==> src/rtl/minmax_pkg.sv <==
// Shared definitions for the windowed min/max tracker: sample width, window
// limits and the controller state encoding.
package minmax_pkg;

  localparam int unsigned DATA_W  = 4;
  localparam int unsigned LEN_MAX = 15;

  typedef logic [DATA_W-1:0] sample_t;

  typedef enum logic [1:0] {
    IDLE  = 2'd0,
    ACCUM = 2'd1,
    DONE  = 2'd2
  } state_t;

endpackage

==> src/rtl/comparator4_behavioral.sv <==
// Unsigned 4-bit magnitude comparator; exactly one of lt/eq/gt is high.
module comparator4_behavioral (
  output logic       lt,
  output logic       eq,
  output logic       gt,
  input  logic [3:0] a,
  input  logic [3:0] b
);

  always_comb begin
    lt = (a < b);
    eq = (a == b);
    gt = (a > b);
  end

endmodule

==> src/rtl/minmax_tracker.sv <==
// Windowed min/max accumulator: collects LEN 4-bit samples per window and
// reports minimum, maximum and range through a valid/ack result handshake.
module minmax_tracker
  import minmax_pkg::*;
#(
  parameter int unsigned LEN = 8
) (
  input  logic              clk,
  input  logic              rst,
  input  logic              start,
  input  logic              in_valid,
  input  logic [DATA_W-1:0] in_data,
  output logic              in_ready,
  output logic              out_valid,
  input  logic              out_ack,
  output logic [DATA_W-1:0] min_out,
  output logic [DATA_W-1:0] max_out,
  output logic [DATA_W-1:0] range_out,
  output logic              busy
);

  localparam int unsigned CNT_W = $clog2(LEN + 1);
  localparam logic [CNT_W-1:0] LAST = CNT_W'(LEN - 1);

  generate
    if (LEN < 1 || LEN > LEN_MAX) begin : g_len_check
      $error("minmax_tracker: LEN must be in 1..15");
    end
  endgenerate

  state_t           state;
  logic [CNT_W-1:0] cnt;
  sample_t          min_reg;
  sample_t          max_reg;

  logic    lt_min, eq_min, gt_min;
  logic    lt_max, eq_max, gt_max;
  logic    first;
  logic    last;
  logic    xfer;
  sample_t min_next;
  sample_t max_next;
  sample_t range_next;

  comparator4_behavioral u_cmp_min (
    .lt (lt_min),
    .eq (eq_min),
    .gt (gt_min),
    .a  (in_data),
    .b  (min_reg)
  );

  comparator4_behavioral u_cmp_max (
    .lt (lt_max),
    .eq (eq_max),
    .gt (gt_max),
    .a  (in_data),
    .b  (max_reg)
  );

  always_comb begin
    in_ready = (state == ACCUM);
    busy     = (state != IDLE);
  end

  // The first sample of a window seeds both registers regardless of the
  // comparators, which still see the previous window's values.
  always_comb begin
    first      = (cnt == '0);
    last       = (cnt == LAST);
    xfer       = in_valid && in_ready;
    min_next   = min_reg;
    max_next   = max_reg;
    if (first) begin
      min_next = in_data;
      max_next = in_data;
    end else begin
      if (lt_min) min_next = in_data;
      if (gt_max) max_next = in_data;
    end
    range_next = max_next - min_next;
  end

  always_ff @(posedge clk or posedge rst) begin
    if (rst) begin
      state     <= IDLE;
      cnt       <= '0;
      min_reg   <= '0;
      max_reg   <= '0;
      min_out   <= '0;
      max_out   <= '0;
      range_out <= '0;
      out_valid <= 1'b0;
    end else begin
      case (state)
        IDLE: begin
          if (start) begin
            state <= ACCUM;
            cnt   <= '0;
          end
        end

        ACCUM: begin
          if (xfer) begin
            min_reg <= min_next;
            max_reg <= max_next;
            cnt     <= cnt + 1'b1;
            if (last) begin
              state     <= DONE;
              min_out   <= min_next;
              max_out   <= max_next;
              range_out <= range_next;
              out_valid <= 1'b1;
            end
          end
        end

        DONE: begin
          if (out_ack) begin
            state     <= IDLE;
            out_valid <= 1'b0;
          end
        end

        default: begin
          state     <= IDLE;
          out_valid <= 1'b0;
        end
      endcase
    end
  end

  a_cmp_onehot : assert property (@(posedge clk) disable iff (rst)
    $onehot({lt_min, eq_min, gt_min}) && $onehot({lt_max, eq_max, gt_max}));

endmodule

==> config.mk <==
export PLATFORM = sky130hd
export DESIGN_NAME = minmax_tracker
export DESIGN_NICKNAME = d
export VERILOG_FILES = /design/src/rtl/minmax_pkg.sv /design/src/rtl/comparator4_behavioral.sv /design/src/rtl/minmax_tracker.sv
export SDC_FILE = /design/constraint.sdc
export NUM_CORES = 1
export LEC_CHECK = 0
export CORE_MARGIN = 1.5
export CORE_UTILIZATION = 50
export CTS_BUF_LIST = sky130_fd_sc_hd__clkbuf_16
export DETAILED_ROUTE_END_ITERATION = 8
export PLACE_DENSITY = 0.74
export SYNTH_ARGS = -nofsm -noshare
export SYNTH_HDL_FRONTEND = slang
export SYNTH_HIERARCHICAL = 1
export SYNTH_SLANG_ARGS = --single-unit
==> constraint.sdc <==
create_clock -name clk -period 5.4 [get_ports clk]
set_input_delay 1.08 -clock clk [delete_from_list [all_inputs] [get_ports clk]]
set_output_delay 1.08 -clock clk [all_outputs]
set_load 0.02 [all_outputs]
After elaboration in Yosys (flattened, before gate mapping)
Index checks and enable logic that the tools add are counted.
{"block": "word_totals", "elab_cells": 46, "output_inout_bits": 15, "ff_bits": 27}
{"block": "classes", "muxes": 16, "eq_ne": 7, "n_lt_le_gt_ge": 2, "addsub": 2, "n_bitwise": 1, "reduce_logical": 10}
{"operator": "$mux W4", "count": 6}
{"operator": "$mux W2", "count": 4}
{"operator": "$pmux W4 S2", "count": 1}
{"operator": "$reduce_and A4 Y1", "count": 2}
{"operator": "$pmux W2 S3", "count": 1}
{"operator": "$reduce_and A3 Y1", "count": 2}
{"operator": "$add A4 B1 Y4 const B", "count": 1}
{"operator": "$eq A4 B3 Y1 const B", "count": 1}
{"operator": "$gt A4 B4 Y1", "count": 1}
{"operator": "$logic_not A4 Y1", "count": 1}
{"operator": "$lt A4 B4 Y1", "count": 1}
{"operator": "$ne A2 B1 Y1 const B", "count": 2}
{"operator": "$ne A2 B2 Y1 const B", "count": 2}
{"operator": "$reduce_bool A2 Y1", "count": 2}
{"operator": "$sub A4 B4 Y4", "count": 1}
{"operator": "$mux W1", "count": 3}
{"operator": "$pmux W1 S3", "count": 1}
{"operator": "$eq A2 B1 Y1 const B", "count": 1}
{"operator": "$eq A2 B2 Y1 const B", "count": 1}
{"operator": "$logic_not A2 Y1", "count": 1}
{"operator": "$reduce_and A2 Y1", "count": 1}
{"operator": "$logic_and A1 B1 Y1", "count": 1}
{"operator": "$not A1 Y1", "count": 1}

Logic depth before layout (Yosys ltp)
Gate-level depths: netlist of the first run.
{"block": "depth", "depth_word": 4, "mapped_depth": 13, "mapped_depth_nobuf": 13}

Hierarchy
Netlist of the first run, hierarchy kept.
{"mod": "minmax_tracker", "instances": 1, "area_each_um2": 1373.8, "cells_each": 118, "seq_area_each_um2": 675.6}
{"mod": "comparator4_behavioral", "instances": 2, "area_each_um2": 128.9, "cells_each": 16, "seq_area_each_um2": 0.0}

Least setup slack after synthesis of the first run
Ideal clock, no wire load.
{"block": "synth_timing", "kind": "input to register", "startpoint": "in in_data[3]", "endpoint": "reg range_out[1]", "t_arrival_ps": 3196, "stages": 10, "n_path_buf": 0, "slack_ps": 2080, "cell_sequence": "ha_1 -> nand2_1 -> o21bai_4 -> and2_1 -> nor2_2 -> mux2_4 -> ha_1 -> inv_1 -> fa_1 -> mux2_2"}
{"block": "synth_between", "elab_chain_cells": 4, "elab_cells_between_ends": 7}
{"element": "start, declared", "line_no": "minmax_tracker.sv:12", "text": "input logic [DATA_W-1:0] in_data,"}
{"element": "$lt A4 B4 Y1", "line_no": "comparator4_behavioral.sv:11", "text": "lt = (a < b);"}
{"element": "via lt_min", "line_no": "minmax_tracker.sv:36", "text": "logic lt_min, eq_min, gt_min;"}
{"element": "$mux W4", "line_no": "minmax_tracker.sv:78", "text": "if (lt_min) min_next = in_data;"}
{"element": "$mux W4", "line_no": "minmax_tracker.sv:74", "text": "if (first) begin"}
{"element": "via min_next[0]", "line_no": "minmax_tracker.sv:41", "text": "sample_t min_next;"}
{"element": "$sub A4 B4 Y4", "line_no": "minmax_tracker.sv:81", "text": "range_next = max_next - min_next;"}
{"element": "via range_next[1]", "line_no": "minmax_tracker.sv:43", "text": "sample_t range_next;"}
{"element": "end signal, assigned", "line_no": "minmax_tracker.sv:112", "text": "range_out <= range_next;"}
{"element": "end, declared", "line_no": "minmax_tracker.sv:18", "text": "output logic [DATA_W-1:0] range_out,"}
The timed path passes the listed nets, and every way through them passes these cells.
A chain may end at the register's enable or synchronous reset.

Final worst setup path of the first run
{"block": "layout_timing", "startpoint": "in in_data[3]", "endpoint": "reg range_out[3]"}
{"block": "layout_between", "elab_chain_cells": 4, "elab_cells_between_ends": 7}
{"element": "$lt A4 B4 Y1", "line_no": "comparator4_behavioral.sv:11"}
{"element": "via lt_min", "line_no": "minmax_tracker.sv:36"}
{"element": "$mux W4", "line_no": "minmax_tracker.sv:78"}
{"element": "$mux W4", "line_no": "minmax_tracker.sv:74"}
{"element": "$sub A4 B4 Y4", "line_no": "minmax_tracker.sv:81"}
The timed path passes the listed nets, and every way through them passes these cells.

==> reports/metrics.csv, run 1 <==
stage;metric;value;unit
sta;Final TNS setup;0;ns
drt;WL final;2920;µm
critical_path;nature of the critical path endpoint;flop;
power_and_ir_drop;Power per Cell Area;665;nW/µm²
power_and_ir_drop;Leak;0.000890;µW
global_routing;largest net degree at the start of global routing;28;
cts;clk sink count;27;
placement;port buffer count;23;
sta;Final Max Slew Viols;0;
floorplan;core area;3050;µm²
synthesis;Post-Syn Area;1610;µm²
synthesis;Avg Cell Area, Syn;11.0;µm²
synthesis;Syn Inst Count;146;
flow_run;number of max-cap violations;0;
synthesis;syn nets;169;
floorplan;Die ar.;3570;µm²
sta;RSZ-0062 raised after global routing;no;
cts;clock network latency to the later pin of the worst-skew pair;0.26;ns
drt;DR WL/cell;13.6;µm
critical_path;Crit. Startpoint;in_data[3];
floorplan;# rows;20;
drt;DRC;0;
cts;Post-CTS Setup Repair Bufs;0;
layout;Final Cell Area;1950;µm²
cts;Post-CTS Resized;0;
floorplan;initial core utilization;0.527;
sta;final worst path period share;0.719;
placement;placer congestion estimate;0.803;
worst_hold_path;hold crit path type;flop to flop;
drt;Final ANT Viol Nets;0;
global_routing;initial antenna violation count;0;
drt;Pre-Repair DR Iteration Count;4;
critical_path;R2R Path End;range_out[3]$_DFFE_PP0P_;
cts;total CTS buffers;3;
critical_path;critical path required time;5.53;ns
global_routing;first-pass GRT wire length;4990;µm
cts;CTS tree;built;
sta;skew final;0.00183;ns
cts;hold-fix buffers at CTS;0;
critical_path;Max FO, Critical Path;8;
power_and_ir_drop;Max rail drop VDD;318;µV
cts;Clk Tree Root Cell;clkbuf_16;
placement;Post-DP Area;1870;µm²
critical_path;worst reg-to-reg path cell count;12;
floorplan;die width;59.7;µm
power_and_ir_drop;clock network fraction of total power;0.127;
global_routing;global route total overflow;0;
sta;setup violators final;0;
critical_path;Startpoint Class;primary input;
layout;share of cells above drive strength 1;0.158;
layout;nets;195;
sta;worst slew margin relative to its limit;0.305;
cts;clock buffer depth;2;
sta;worst-margin pin slew;1.04;ns
critical_path;R2R Path Start;min_reg[3]$_DFFE_PP0P_;
cts;Reg clk slew, reported paths;0.06;ns
critical_path;CP endpoint;range_out[3]$_DFFE_PP0P_;
floorplan;Die Ht;59.7;µm
sta;post-layout min period;3.88;ns
power_and_ir_drop;Flop pwr share;0.295;
drt;vias;1100;
drt;starting DRC count in detailed routing;24;
layout;ant diodes;0;
critical_path;flop2flop setup slack;2.49;ns
drt;vias per cell;5.12;
sta;Max Clock Freq;0.258;GHz
critical_path;Worst EP arrival;4.01;ns
global_routing;Tot GR Track Use;0.188;
cts;H-tree Lvls;1;
power_and_ir_drop;P_int;785;µW
outcome;outcome;finished, final reports clean;
global_routing;vias in the first global route;1133;
layout;synthesis-to-finish area growth;21.1;%
synthesis;synth warn;6;
placement;hpwl dp;2270;µm
power_and_ir_drop;sw frac;0.394;
power_and_ir_drop;Sw Pwr;511;µW
sta;Hold Violations, Final;0;
critical_path;WS Path Type;primary input to flop;
power_and_ir_drop;power share of the combinational group;0.578;
floorplan;I/O pin total;24;
[critical path, stage by stage]
cell and delay [ns]:
clkdlybuf4s50_1 0.56, ha_1 0.38, nand2_1 0.06, o21bai_4 0.15, and2_1 0.18, nor2_2 0.28, mux2i_1 0.42, ha_1 0.32
a21o_1 0.18, a21oi_1 0.18, xnor2_1 0.14, a21oi_1 0.08
[power by group through the flow]
| stage | Clock, µW | Sequential (µW) | Combinational [µW] |
|---|---|---|---|
| 3_3_place_gp | 0 | 380 | 720 |
| 3_5_place_dp | 0 | 387 | 750 |
| 5_1_grt | 178 | 396 | 826 |
| 2_1_floorplan | 0 | 430 | 477 |
| 4_1_cts | 170 | 384 | 757 |
| 6_report | 165 | 382 | 749 |
[layer usage]
| metal | up-vias | share of wire | global-route usage |
|---|---|---|---|
| li1 | 549 | - | - |
| met1 | 533 | 0.44 | 0.212 |
| met2 | 16 | 0.52 | 0.354 |
| met3 | 2 | 0.030 | 0.0455 |
| met4 | 0 | 0.0072 | 0.0381 |
| met5 | - | 0 | 0 |
[final cells by class]
type	instances	area, µm²
Timing Repair Buffer	23	230
Clock inverter	1	3.75
Fill cell	255	1100
Tap cell	44	55.1
Clock buffer	3	75.1
Sequential cell	27	676
Multi-Input combinational cell	104	860
Inverter	13	48.8
[metrics by stage]
step	power (µW)	instances	setup slack [ns]	hold WS, ns	utilization
6_report	1300	215	1.52	0.509	0.638
5_1_grt	1400	215	1.32	0.524	0.638
4_1_cts	1310	215	1.49	0.510	0.638
3_5_place_dp	1140	211	1.23	0.496	0.612
3_3_place_gp	1100	211	1.40	0.488	0.612
2_1_floorplan	908	146	2.11	0.496	-
[cell usage in the layout (no fill, tap or decap), types with 3 or more instances in the layout]
master / count
inv_1: 14
and2_1: 3
ha_1: 13
xor2_1: 4
nand2_1: 7
mux2i_1: 5
clkbuf_16: 3
nor2_1: 13
dfrtp_1: 27
o21ai_0: 4
mux2_2: 14
xnor2_1: 3
a21oi_1: 13
clkdlybuf4s50_1: 23
[worst min-delay path by stage]
stage / startpoint / to / slack [ns] / depth (start not counted)
6_report: range_out[1]$_DFFE_PP0P_ / range_out[1]$_DFFE_PP0P_ / 0.51 / 1
5_1_grt: range_out[1]$_DFFE_PP0P_ / range_out[1]$_DFFE_PP0P_ / 0.52 / 1
4_1_cts: range_out[1]$_DFFE_PP0P_ / range_out[1]$_DFFE_PP0P_ / 0.51 / 1
3_5_place_dp: range_out[1]$_DFFE_PP0P_ / range_out[1]$_DFFE_PP0P_ / 0.50 / 1
3_3_place_gp: out_valid$_DFFE_PP0P_ / out_valid$_DFFE_PP0P_ / 0.49 / 2
2_1_floorplan: max_reg[1]$_DFFE_PP0P_ / max_reg[1]$_DFFE_PP0P_ / 0.50 / 1
Power figures use the tool's default switching activity.
==> inputs of run 2 (changes only) <==
Clock period 5.4 ns to 3.9 ns, I/O delays scaled along.
==> run 2 against run 1 <==
Net effect:
- routed wire length is 0.10% higher
- total power is 39% higher
- via count is 1.4% lower
- core utilization is 0.53 points higher
- largest power group unchanged
- global-route usage is 0.71 points higher
==> reports/metrics.csv, run 2 (synthesized netlist as in run 1, its figures left out) <==
stage;metric;value;unit
layout;most frequent cells in the layout;dfrtp_1 (27), clkdlybuf4s50_1 (23), mux2_2 (14);
critical_path;critical path required time;4.05;ns
cts;Clk Tree Root Cell;clkbuf_16;
sta;Final Max Slew Viols;0;
cts;Post-CTS Resized;0;
global_routing;largest net degree at the start of global routing;28;
global_routing;met1 Resource Use GR;0.242;
critical_path;Max FO, Critical Path;6;
sta;skew final;0.00147;ns
power_and_ir_drop;Power per Cell Area;919;nW/µm²
cts;clk sink count;27;
layout;share of cells above drive strength 1;0.173;
sta;Max Clock Freq;0.286;GHz
floorplan;core area;3050;µm²
critical_path;worst reg-to-reg path cell count;11;
cts;total CTS buffers;3;
worst_hold_path;hold crit path type;flop to flop;
critical_path;Startpoint Class;primary input;
global_routing;initial antenna violation count;0;
sta;worst slew margin relative to its limit;0.340;
critical_path;Crit path largest cell delay;0.58;ns
power_and_ir_drop;Max rail drop VDD;357;µV
floorplan;# rows;20;
sta;setup violators final;0;
cts;CTS tree;built;
drt;Pre-Repair DR Iteration Count;4;
placement;port buffer count;23;
drt;vias per cell;5.00;
sta;post-layout min period;3.50;ns
drt;DRC;0;
placement;hpwl dp;2280;µm
drt;vias;1085;
sta;final worst path period share;0.897;
cts;Reg clk slew, reported paths;0.06;ns
outcome;outcome;finished, final reports clean;
layout;synthesis-to-finish area growth;22.1;%
cts;clock buffer depth;2;
floorplan;Die ar.;3570;µm²
critical_path;WS Path Type;primary input to flop;
layout;nets;197;
layout;Post-Layout Cell Count;217;
floorplan;Die Ht;59.7;µm
cts;Post-CTS Setup Repair Bufs;0;
critical_path;crit-path cells;clkdlybuf4s50_1, inv_1, ha_1, nor2b_4, o21bai_4, and2_1, nor2_2, mux2_4, ha_1, inv_1, fa_1, mux2_2;
critical_path;Worst EP arrival;3.65;ns
placement;placer congestion estimate;0.792;
layout;Final Cell Area;1960;µm²
critical_path;nature of the critical path endpoint;flop;
floorplan;I/O pin total;24;
flow_run;number of max-cap violations;0;
sta;Setup WS post-layout;0.400;ns
floorplan;initial core utilization;0.527;
global_routing;layer with the highest usage;met2;
critical_path;Crit. Startpoint;in_data[0];
global_routing;met2 Usage GRT;0.337;
layout;ant diodes;0;
floorplan;die width;59.7;µm
placement;Post-DP Area;1880;µm²
global_routing;global route total overflow;0;
cts;hold-fix buffers at CTS;0;
sta;Final TNS setup;0;ns
sta;RSZ-0062 raised after global routing;no;
global_routing;first-pass GRT wire length;5210;µm
critical_path;flop2flop setup slack;0.98;ns
cts;clock network latency to the later pin of the worst-skew pair;0.26;ns
power_and_ir_drop;Leak;0.000898;µW
drt;DR WL/cell;13.4;µm
placement;Inst Count DP;213;
critical_path;CP endpoint;range_out[1]$_DFFE_PP0P_;
placement;pre-CTS WS;0.131;ns
drt;starting DRC count in detailed routing;38;
global_routing;GRT met3 Usage;0.0281;
sta;Hold Violations, Final;0;
drt;WL final;2920;µm
cts;H-tree Lvls;1;
global_routing;vias in the first global route;1174;
sta;worst-margin pin slew;0.989;ns
critical_path;R2R Path End;range_out[1]$_DFFE_PP0P_;
layout;most common cell after layout, fill and taps aside;dfrtp_1;
drt;Final ANT Viol Nets;0;
critical_path;Max stage delay cell, worst path;clkdlybuf4s50_1;
critical_path;R2R Path Start;min_reg[3]$_DFFE_PP0P_;
layout;final core occ;0.643;
global_routing;Tot GR Track Use;0.195;
run 2: worst max-delay path: cells and delay by family:
kind | cells | cell delay [ns]
adder cells (fa/ha/maj) | 3 | 0.85
buffers and inverters | 3 | 0.73
AND/OR/NAND/NOR | 3 | 0.62
multiplexers | 2 | 0.61
AO/OA/AOI/OAI | 1 | 0.05
run 2: cell type report:
type | instances | area, µm²
Fill cell | 274 | 1090
Multi-Input combinational cell | 104 | 860
Sequential cell | 27 | 676
Timing Repair Buffer | 25 | 245
Clock buffer | 3 | 75.1
Tap cell | 44 | 55.1
Inverter | 13 | 48.8
Clock inverter | 1 | 5.00
run 2: stage by stage:
stage	total power, µW	hold WS, ns
6_report	1810	0.511
5_1_grt	1960	0.534
4_1_cts	1820	0.517
3_5_place_dp	1580	0.506
3_3_place_gp	1540	0.492
2_1_floorplan	1260	0.496
run 2: how the worst min path moves through the flow:
stage	start	to	slack, ns	cells after the start
6_report	range_out[1]$_DFFE_PP0P_	range_out[1]$_DFFE_PP0P_	0.51	1
5_1_grt	min_out[0]$_DFFE_PP0P_	min_out[0]$_DFFE_PP0P_	0.53	1
4_1_cts	max_out[2]$_DFFE_PP0P_	max_out[2]$_DFFE_PP0P_	0.52	1
3_5_place_dp	max_out[2]$_DFFE_PP0P_	max_out[2]$_DFFE_PP0P_	0.51	1
3_3_place_gp	min_out[0]$_DFFE_PP0P_	min_out[0]$_DFFE_PP0P_	0.49	1
2_1_floorplan	max_reg[1]$_DFFE_PP0P_	max_reg[1]$_DFFE_PP0P_	0.50	1
run 2: power by group:
group / switching, µW / internal, µW
logic: 505 / 542
clock network: 88.6 / 138
registers: 114 / 417
total: 708 / 1100
run 2: layer usage:
| metal | share of wire | vias to the layer above |
|---|---|---|
| li1 | - | 552 |
| met1 | 0.45 | 506 |
| met2 | 0.50 | 21 |
| met3 | 0.034 | 6 |
| met4 | 0.015 | 0 |
| met5 | 0 | - |
==> inputs of run 3 (changes only) <==
Settings changed: SETUP_SLACK_MARGIN set to 0.05.
==> results of run 3 <==
No change in the layout: final DEF, timing and power equal those of run 2.
==> RTL change (flow settings as in run 1) <==
Set the parameter `LEN` to 4 (it was 8).
--- a/src/rtl/minmax_tracker.sv
+++ b/src/rtl/minmax_tracker.sv
@@ -4,5 +4,5 @@
   import minmax_pkg::*;
 #(
-  parameter int unsigned LEN = 8
+  parameter int unsigned LEN = 4
 ) (
   input  logic              clk,
Behaviour: not the same (Yosys sat finds a counterexample within 10 cycles, from zero or initial values and one cycle with rst high).
==> RTL change against run 1 <==
  * Sequential share of layout area is 1.2 points higher
  * Worst hold slack worse by 0.025 ns
  * Setup slack worse by 0.072 ns
  * Critical path depth stayed put
  * Routed wire length is 11% lower
  * Core utilization is 1.4 points higher
  * Non-clock buffer count stayed put
  * Cell area is 6.9% lower
  * Sequential cell count is 1 lower
  * Synthesized area is 8.1% lower
  * Power is 12% lower
  * Largest power group unchanged
==> RTL change: results (changes against run 1) <==
Status: finished clean
Normalized max-slew margin: 37.1% (+6.6 points)
Fillers: 231 (-9.4%)
Nets: 198 (+1.5%)
GR Util met1: 24.6% (+3.5 points)
Via/cell ratio: 5.13 (+0.22%)
Syn_nets: 173 (+2.4%)
Arrival time worst endpoint: 4.12 ns (+0.11 ns)
Mean post-synth cell area: 9.93 um^2 (-9.9%)
Met3 usage: 1.81% (-2.7 points)
Max incr delay on CP: 0.49 ns (-0.07 ns)
First-pass GRT wire length: 4550 um (-8.7%)
Placed instance area: 0.00174 mm^2 (-7.2%)
Leak: 0.882 nW (-0.88%)
Worst Skew: 0.00345 ns (+0.00162 ns)
CP Max Fanout: 4 (-4)
Hold path depth: 2 (+1)
Setup WS pre-CTS: 1.12 ns (-0.118 ns)
Reg2Reg Setup Slack: 2.40 ns (-0.09 ns)
Largest net degree at the start of global routing: 27 (-3.6%)
Share of cells above drive strength 1: 7.51% (-8.3 points)
Routed wire per std cell: 12.8 um (-5.9%)
Hold Startpoint: min_out[0]$_DFFE_PP0P_
Maximum vdd drop: 0.416 mV (+31%)
Hpwl dp: 2000 um (-12%)
Met2 Track Usage GR: 27.9% (-7.5 points)
Worst R2R Start: min_reg[1]$_DFFE_PP0P_
First DRT Iteration DRCs: 15 (-38%)
==> RTL change: final cells by class <==
cell class                 instances  area, um^2  area share, %
clock buffer                       3        75.1           4.14
clock inverter                     1        3.75          0.207
inverter                          19        71.3           3.93
multi-input combinational        101         744           41.0
sequential                        26         651           35.9
tap                               31        38.8           2.14
timing repair buffer              23         230           12.7
==> RTL change: worst max path at each step <==
stage | from | endpoint | slack (ns) | depth (start not counted)
floorplan | in_data[3] | range_out[3]$_DFFE_PP0P_ | 2.01 | 11
global placement | in_data[3] | range_out[3]$_DFFE_PP0P_ | 1.22 | 12
detailed placement | in_data[3] | range_out[3]$_DFFE_PP0P_ | 1.12 | 12
CTS | in_data[3] | range_out[3]$_DFFE_PP0P_ | 1.40 | 12
global route | in_data[3] | range_out[3]$_DFFE_PP0P_ | 1.22 | 12
finish | in_data[3] | range_out[3]$_DFFE_PP0P_ | 1.45 | 12
==> RTL change: worst reg2reg max path, delay by kind of cell (launching register included) <==
family | cells | cell delay, ns
mux | 1 | 0.41
simple gates | 3 | 0.66
buf+inv | 1 | 0.06
fa+ha+maj | 2 | 0.56
compound gates | 4 | 0.51
flops | 1 | 0.38
xor+xnor | 1 | 0.33
==> RTL change: metal layers <==
| metal | up-vias | routed length [um] | part of all wire, % |
|---|---|---|---|
| li1 | 546 | - | - |
| met1 | 483 | 1320 | 51 |
| met2 | 15 | 1180 | 45 |
| met3 | 2 | 89 | 3.4 |
| met4 | 0 | 14 | 0.54 |
| met5 | - | 0 | 0 |
==> RTL change: where the power goes <==
group / switching [mW] / leakage, nW / internal (mW)
clock network: 0.0604 / 0.0385 / 0.0989
logic: 0.324 / 0.520 / 0.314
registers: 0.0666 / 0.324 / 0.282
total: 0.451 / 0.882 / 0.695
